[src/rtl/mips_lite_non_pipeline.sv]
// rtl/mips_lite_non_pipeline.sv - multi-cycle MIPS-lite reference core (optional MIPS_MUL_EN enables MUL/MULI)
module mips_lite_non_pipeline #(
  parameter int FUN = 1
) (
  input  logic        clk,
  input  logic        rst,
  output logic [31:0] mem_addr,
  output logic        mem_re,
  input  logic [31:0] mem_rdata,
  output logic        mem_we,
  output logic [31:0] mem_wdata,
  output logic        fex,
  output logic [31:0] pc_out,
  output logic [31:0] instr_count,
  output logic [31:0] cycle_count,
  output logic [31:0] branch_count
);

  typedef enum logic [2:0] {
    S_FETCH, S_DECODE, S_EXECUTE, S_MEMORY, S_WRITEBACK, S_HALTED
  } state_t;

  localparam logic [5:0] OP_LDW  = 6'h0C;
  localparam logic [5:0] OP_STW  = 6'h0D;
  localparam logic [5:0] OP_BZ   = 6'h0E;
  localparam logic [5:0] OP_BEQ  = 6'h0F;
  localparam logic [5:0] OP_JR   = 6'h10;
  localparam logic [5:0] OP_HALT = 6'h11;

  state_t      state_q, state_d;
  logic [31:0] pc_q, pc_d, ir_q, ir_d, a_q, a_d, b_q, b_d, alu_q, alu_d;
  logic        taken_q, taken_d;
  logic [31:0] icnt_q, icnt_d, ccnt_q, ccnt_d, bcnt_q, bcnt_d;
  logic [31:0] regs_q [32];

  logic [5:0]  op;
  logic [4:0]  rt, rd;
  logic [31:0] imm_sext, op_b, alu_res;
  logic        branch_taken, op_legal, writes_reg;
  logic        rf_we;
  logic [4:0]  rf_waddr;
  logic [31:0] rf_wdata;

  assign op       = ir_q[31:26];
  assign rt       = ir_q[20:16];
  assign rd       = ir_q[15:11];
  assign imm_sext = {{16{ir_q[15]}}, ir_q[15:0]};
  assign op_b     = op[0] ? imm_sext : b_q;

`ifdef MIPS_MUL_EN
  assign op_legal = (op <= OP_HALT);
`else
  logic is_mul_op;
  assign is_mul_op = (op == 6'h04) || (op == 6'h05);
  assign op_legal  = (op <= OP_HALT) && !is_mul_op;
`endif

  // Only legal ALU ops and LDW write the register file; even ALU opcodes target rd.
  assign writes_reg = op_legal && (op <= OP_LDW);
  assign rf_waddr   = ((op <= 6'h0B) && !op[0]) ? rd : rt;
  assign rf_wdata   = (op == OP_LDW) ? mem_rdata : alu_q;

  // ALU, effective address and branch resolution; branch targets go into alu_q.
  always_comb begin
    alu_res      = 32'd0;
    branch_taken = 1'b0;
    case (op)
      6'h00, 6'h01: alu_res = a_q + op_b;
      6'h02, 6'h03: alu_res = a_q - op_b;
`ifdef MIPS_MUL_EN
      6'h04, 6'h05: alu_res = a_q * op_b;
`endif
      6'h06, 6'h07: alu_res = a_q | op_b;
      6'h08, 6'h09: alu_res = a_q & op_b;
      6'h0A, 6'h0B: alu_res = a_q ^ op_b;
      OP_LDW, OP_STW: alu_res = a_q + imm_sext;
      OP_BZ: begin
        alu_res      = pc_q + {imm_sext[29:0], 2'b00};
        branch_taken = (a_q == 32'd0);
      end
      OP_BEQ: begin
        alu_res      = pc_q + {imm_sext[29:0], 2'b00};
        branch_taken = (a_q == b_q);
      end
      OP_JR: begin
        alu_res      = {a_q[31:2], 2'b00};
        branch_taken = 1'b1;
      end
      default: alu_res = 32'd0;
    endcase
  end

  // Next-state logic for the five-step instruction sequence and the counters.
  always_comb begin
    state_d = state_q;
    pc_d    = pc_q;
    ir_d    = ir_q;
    a_d     = a_q;
    b_d     = b_q;
    alu_d   = alu_q;
    taken_d = taken_q;
    icnt_d  = icnt_q;
    ccnt_d  = ccnt_q;
    bcnt_d  = bcnt_q;
    rf_we   = 1'b0;
    if (state_q != S_HALTED) ccnt_d = ccnt_q + 32'd1;
    case (state_q)
      S_FETCH:   state_d = S_DECODE;
      S_DECODE: begin
        ir_d    = mem_rdata;
        a_d     = regs_q[mem_rdata[25:21]];
        b_d     = regs_q[mem_rdata[20:16]];
        state_d = S_EXECUTE;
      end
      S_EXECUTE: begin
        alu_d   = alu_res;
        taken_d = branch_taken;
        state_d = S_MEMORY;
      end
      S_MEMORY:  state_d = S_WRITEBACK;
      S_WRITEBACK: begin
        rf_we  = writes_reg;
        icnt_d = icnt_q + {31'd0, op_legal};
        bcnt_d = bcnt_q + {31'd0, taken_q};
        if (op == OP_HALT) begin
          state_d = S_HALTED;
        end else begin
          pc_d    = taken_q ? alu_q : pc_q + 32'd4;
          state_d = S_FETCH;
        end
      end
      S_HALTED:  state_d = S_HALTED;
      default:   state_d = S_FETCH;
    endcase
  end

  // Architectural and sequencing state; reset aborts any instruction in flight.
  always_ff @(posedge clk or posedge rst) begin
    if (rst) begin
      state_q <= S_FETCH;
      pc_q    <= 32'd0;
      ir_q    <= 32'd0;
      a_q     <= 32'd0;
      b_q     <= 32'd0;
      alu_q   <= 32'd0;
      taken_q <= 1'b0;
      icnt_q  <= 32'd0;
      ccnt_q  <= 32'd0;
      bcnt_q  <= 32'd0;
    end else begin
      state_q <= state_d;
      pc_q    <= pc_d;
      ir_q    <= ir_d;
      a_q     <= a_d;
      b_q     <= b_d;
      alu_q   <= alu_d;
      taken_q <= taken_d;
      icnt_q  <= icnt_d;
      ccnt_q  <= ccnt_d;
      bcnt_q  <= bcnt_d;
    end
  end

  // Register file; R0 is never written so it always reads zero.
  always_ff @(posedge clk or posedge rst) begin
    if (rst) begin
      for (int i = 0; i < 32; i++) regs_q[i] <= 32'd0;
    end else if (rf_we && (rf_waddr != 5'd0)) begin
      regs_q[rf_waddr] <= rf_wdata;
    end
  end

  // Memory port decode; strobes are held low while reset is asserted.
  always_comb begin
    mem_addr  = 32'd0;
    mem_re    = 1'b0;
    mem_we    = 1'b0;
    mem_wdata = 32'd0;
    if (!rst) begin
      if (state_q == S_FETCH) begin
        mem_addr = pc_q;
        mem_re   = 1'b1;
      end else if (state_q == S_MEMORY && op == OP_LDW) begin
        mem_addr = {alu_q[31:2], 2'b00};
        mem_re   = 1'b1;
      end else if (state_q == S_MEMORY && op == OP_STW) begin
        mem_addr  = {alu_q[31:2], 2'b00};
        mem_we    = 1'b1;
        mem_wdata = b_q;
      end
    end
  end

  assign fex          = (state_q == S_HALTED);
  assign pc_out       = pc_q;
  assign instr_count  = (FUN != 0) ? icnt_q : 32'd0;
  assign cycle_count  = (FUN != 0) ? ccnt_q : 32'd0;
  assign branch_count = (FUN != 0) ? bcnt_q : 32'd0;

endmodule

[config.mk]
export PLATFORM = sky130hd
export DESIGN_NAME = mips_lite_non_pipeline
export DESIGN_NICKNAME = d
export VERILOG_FILES = /design/src/rtl/mips_lite_non_pipeline.sv
export SDC_FILE = /design/constraint.sdc
export NUM_CORES = 2
export LEC_CHECK = 0
export ABC_AREA = 1
export ABC_CLOCK_PERIOD_IN_PS = 99300
export BUFFER_PORTS_ARGS = -buffer_cell sky130_fd_sc_hd__buf_4
export CELL_PAD_IN_SITES_DETAIL_PLACEMENT = 0
export CELL_PAD_IN_SITES_GLOBAL_PLACEMENT = 1
export CORE_MARGIN = 1.5
export CORE_UTILIZATION = 51
export CTS_CLUSTER_SIZE = 14
export DETAILED_ROUTE_END_ITERATION = 8
export PLACE_DENSITY = 0.89
export SLEW_MARGIN = 5
export SYNTH_ARGS = -nofsm -noshare
export SYNTH_HDL_FRONTEND = slang
export SYNTH_SLANG_ARGS = --single-unit
[constraint.sdc]
create_clock -name clk -period 99.3 [get_ports clk]
set_input_delay 4.965 -clock clk [delete_from_list [all_inputs] [get_ports clk]]
set_output_delay 4.965 -clock clk [all_outputs]
set_load 0.005 [all_outputs]
# Word level (Yosys, flattened, before mapping)
# Cells that the tools add are included.
[totals]
ff_bits = 1284
wordCells = 143
[op_classes]
reduce_logical = 22
eq_ne = 24
bitwise_logic = 7
magnitude_cmp = 7
addsub = 8
muxes = 33
[ops]
columns = ["operator", "count"]
rows = [
  ["1024-bit bitwise mux", 1],
  ["32-bit 2-to-1 mux", 16],
  ["32-bit binary-select mux with 5-bit select", 2],
  ["32-bit case mux with 8 select lines", 1],
  ["32-bit demux with 5-bit select", 1],
  ["32-bit adder", 3],
  ["32-bit by 1-bit adder with 32-bit output", 2],
  ["6-bit by 4-bit == test with 1-bit output (second input constant)", 8],
  ["32-bit by 1-bit adder with 32-bit output (second input constant)", 1],
  ["32-bit by 3-bit adder with 32-bit output (second input constant)", 1],
  ["32-bit bitwise AND", 1],
  ["32-bit == test", 1],
  ["32-bit logical NOT", 1],
  ["32-bit OR", 1],
  ["32-bit subtractor", 1],
  ["32-bit bitwise XOR", 1],
  ["6-bit by 3-bit == test with 1-bit output (second input constant)", 4],
  ["6-bit greater-or-equal comparator (second input constant)", 3],
  ["5-bit NOT with 6-bit output", 3],
  ["3-bit case mux with 6 select lines", 1],
  ["2-bit OR reduction", 7],
  ["6-bit by 2-bit == test with 1-bit output (second input constant)", 2],
  ["6-bit by 5-bit == test with 1-bit output (second input constant)", 2],
  ["6-bit by 4-bit <= comparator with 1-bit output (second input constant)", 2],
  ["19 further kinds", 35],
]

# Logic depth before layout (Yosys ltp)
[logic_depth]
word_depth = 9
ltp_mapped = 29
ltp_nobuf = 28

# Worst setup path after synthesis
# Ideal clock, no wire load.
[synth_timing]
kind = "input to output"
startpoint = "in rst"
endpoint = "out mem_addr[20]"
path_stages = 3
n_path_buf = 0
setup_slack_ns = 58.394
arrival_ns = 35.941
cell_sequence = "inv_1 -> nand3_1 -> o21ai_0"
[synth_between]
elab_chain_len = 1
[synth_lines]
columns = ["element", "line", "source"]
rows = [
  ["from (decl)", "6", "input logic rst,"],
  ["32-bit 2-to-1 mux", "179", "if (!rst) begin"],
  ["to (decl)", "7", "output logic [31:0] mem_addr,"],
]
# Every way passes these cells.

# Worst setup path in the final report
# Ends and elaborated chain as after synthesis.

==> flow_summary.yaml <==
synthesis:
  yosysWarnings: 0
  synthTopCellsByArea: "dfrtp_1 (44%), o21ai_0 (16%), nand2_1 (8.8%)"
  yosysTopAreaCellShare: 0.4398
  yosysTopAreaCell: "dfrtp_1"
  ys_seq_area_frac: 0.4398
  netlist_instances: 9678
  synth_edf_count: 0
  ys.flop_type: "dfrtp_1"
  synthTopCellsByCount: "o21ai_0 (2338), nand2_1 (1700), nor2_1 (1395)"
  syn_area_um2: 72770
  yosysMostFrequentCell: "o21ai_0"
  synth.net_count: 9853
  avgSynthCellArea_um2: 7.519
  ys_async_sr_fraction: 1.000
  yosys.cell_types.count: 51
  synth-seq-cells: 1279
timing:
  hold_ws_ps: 401.5
  setup-violations-final: 0
  max_freq_mhz: 81.05
  finalHoldViolCount: 0
  finalClockSkew_ps: 24.62
  slew_viol_final: 0
  post-route-min-period_ps: 12340
  timing.final.crit_share: 0.1243
  rsz0062_at_grt: "false"
  slew_headroom: 0.1045
  fin_setup_tns_ps: 0
  tightest_slew_ps: 1343
critical_path:
  crit_arrival_ps: 7370
  cp_cell_sequence: "buf_4, inv_8, nand3_1, o21ai_0, buf_4"
  crit_path_frequent_cell: "buf_4"
  cp-endpoint: "mem_addr[20]"
  cp_slowest_cell: "nand3_1"
  max_stage_delay_ps: 980
  r2r_slack_ps: 92930
  crit_fanout: 64
  crit_type: "in -> out"
  ff2ff_path_depth: 19
  startpoint_type: "input port"
  endpoint_kind: "output port"
  regToRegEndpoint: "alu_q[14]"
  r2r-start: "ir_q[31]"
  crit_start: "rst"
  crit_required_ps: 94330
floorplanning:
  coreArea_um2: 141600
  row_count: 138
  die_x_um: 380.7
  initial_core_util: 0.5140
  ios: 229
  dieArea_um2: 145000
  die_h_um: 380.7
power_and_ir_drop:
  p_leak_uw: 0.03609
  ir_drop_v: 0.00002293
  power_density_nw_per_um2: 26.33
clock_tree:
  insertion_delay_ps: 810
  clk_pin_slew_worst_paths_ps: 60
  ctsResizeCount: 0
  cts_root_buf: "clkbuf_16"
  cts_tree: "yes"
  clock_sinks: 1279
  holdBufCountCts: 0
  htree_num_levels: 4
  cts_inserted_buffers: 144
  cts_max_path_buffers: 3
  cts_setup_buffers: 0
outcome:
  outcome: "complete, no violations"
finish:
  layout.nets: 9537
  fillers: 13320
  final_util: 0.5645
  drive_gt1_frac: 0.07604
  fin_area_um2: 79920
  seqCellArea_um2: 32010
  final_cells: 11370
  syn_to_final_growth_pct: 9.821
  multiInputGateArea_um2: 36320
global_route:
  grt_overflow: 0
  grt_first_pass_wirelength_mm: 454.3
  grt_max_degree: 222
  antenna_found_initial: 15
  track_usage: 0.4142
  grt_pass1_vias: 69130
route:
  num_vias: 74490
  initialDrtViolationCount: 11120
  drc: 0
  drtAntennaViolNets: 0
  drt-total-wl_mm: 308.5
  vias_per_cell: 6.549
  first_pass_iters: 8
  wire_per_inst_um: 27.12
hold_path:
  hp-class: "reg -> reg"
placement:
  dp.cells: 11110
  dp_hpwl_mm: 181.5
  gp_congestion: 0.9719
  io_buffer_count: 228
  placed_cell_area_um2: 74980
run:
  cap_violations: 0
## worst min path at each step
stage / from / end / slack, ps / cells after the start
final: regs_q[1015] / regs_q[1015] / 400 / 0
after global routing: regs_q[993] / regs_q[993] / 410 / 0
after CTS: regs_q[1015] / regs_q[1015] / 400 / 0
after detailed placement: regs_q[993] / regs_q[993] / 390 / 0
after global placement: regs_q[1012] / regs_q[1012] / 390 / 0
after floorplan: alu_q[30] / alu_q[30] / 450 / 2
## placed cells by master, fill, tap and decap left out, types with 6 or more instances in the layout
cell type     n
buf_4       351
o221ai_1    236
o21bai_1      9
xnor2_1      32
buf_12        6
inv_2         7
clkinv_2     23
inv_1       356
or2_2        20
a221oi_1     31
clkbuf_1     38
o31ai_1       7
bufinv_16    11
nor2_1     1388
dfrtp_1    1279
a31o_2       11
nor4_1       25
a32o_1       18
ha_1        139
nand3_1     245
a21o_1        7
o21ai_2      26
a22oi_1      14
o22ai_1     343
a31oi_1       6
o21ai_1      59
xor2_1       74
nand2_1    1700
nand4_1      45
clkbuf_16   150
clkbuf_8     31
o211ai_1     74
nor3_1       53
a221o_1      15
o21ai_0    2307
nor2_2        6
o32ai_1      39
a21oi_1     195
nand2_4      31
## registers in the layout, summed over array words and instances (netlist names), 27 cells and up
register	flops
pc_out	32
regs_q	1024
ir_q	27
branch_count	32
cycle_count	32
alu_q	32
a_q	32
instr_count	32
b_q	32
## cell families after synthesis
family	Yosys count	share of synthesized area
adders and majority gates	141	0.02445
AOI/OAI and AO/OA	3416	0.2641
DFF	1279	0.4398
xor gates and xnor gates	106	0.01276
buffers and inverters	1201	0.06597
muxes	1	0.0001376
and+or+nand+nor	3534	0.1928
## per-stage QoR
step / power (uW) / setup WS [ps]
finish: 2105 / 86960
global route: 2206 / 86650
CTS: 2076 / 86970
detailed placement: 1515 / 86970
global placement: 1508 / 87130
floorplan: 1194 / 58230
## area by class of cell
type,count,area share
Multi-Input combinational cell,7198,0.4545
Sequential cell,1279,0.4005
Clock buffer,217,0.05375
Timing Repair Buffer,363,0.03548
Tap cell,1890,0.02959
Inverter,376,0.01822
Clock inverter,49,0.007969
Antenna cell,2,0.00006262
## worst max-delay path, delay by kind of cell
kind | cells | cell delay (ps)
AND/OR/NAND/NOR | 1 | 980
buffers and inverters | 3 | 840
AO/OA/AOI/OAI | 1 | 530
## metal layers
metal / vias to the layer above / wire length [um] / GRT usage
li1: 32690 / - / -
met1: 35610 / 119100 / 0.5527
met2: 5133 / 129900 / 0.6016
met3: 1049 / 39260 / 0.1138
met4: 12 / 20100 / 0.2444
met5: - / 83 / 0
## where the power goes
| part | total [uW] | switching, uW | internal [uW] |
|---|---|---|---|
| clock | 561 | 232 | 329 |
| sequential | 736 | 114 | 622 |
| combinational | 807 | 574 | 233 |
| total | 2100 | 920 | 1180 |
No activity file was read; power rests on OpenSTA's default activity.
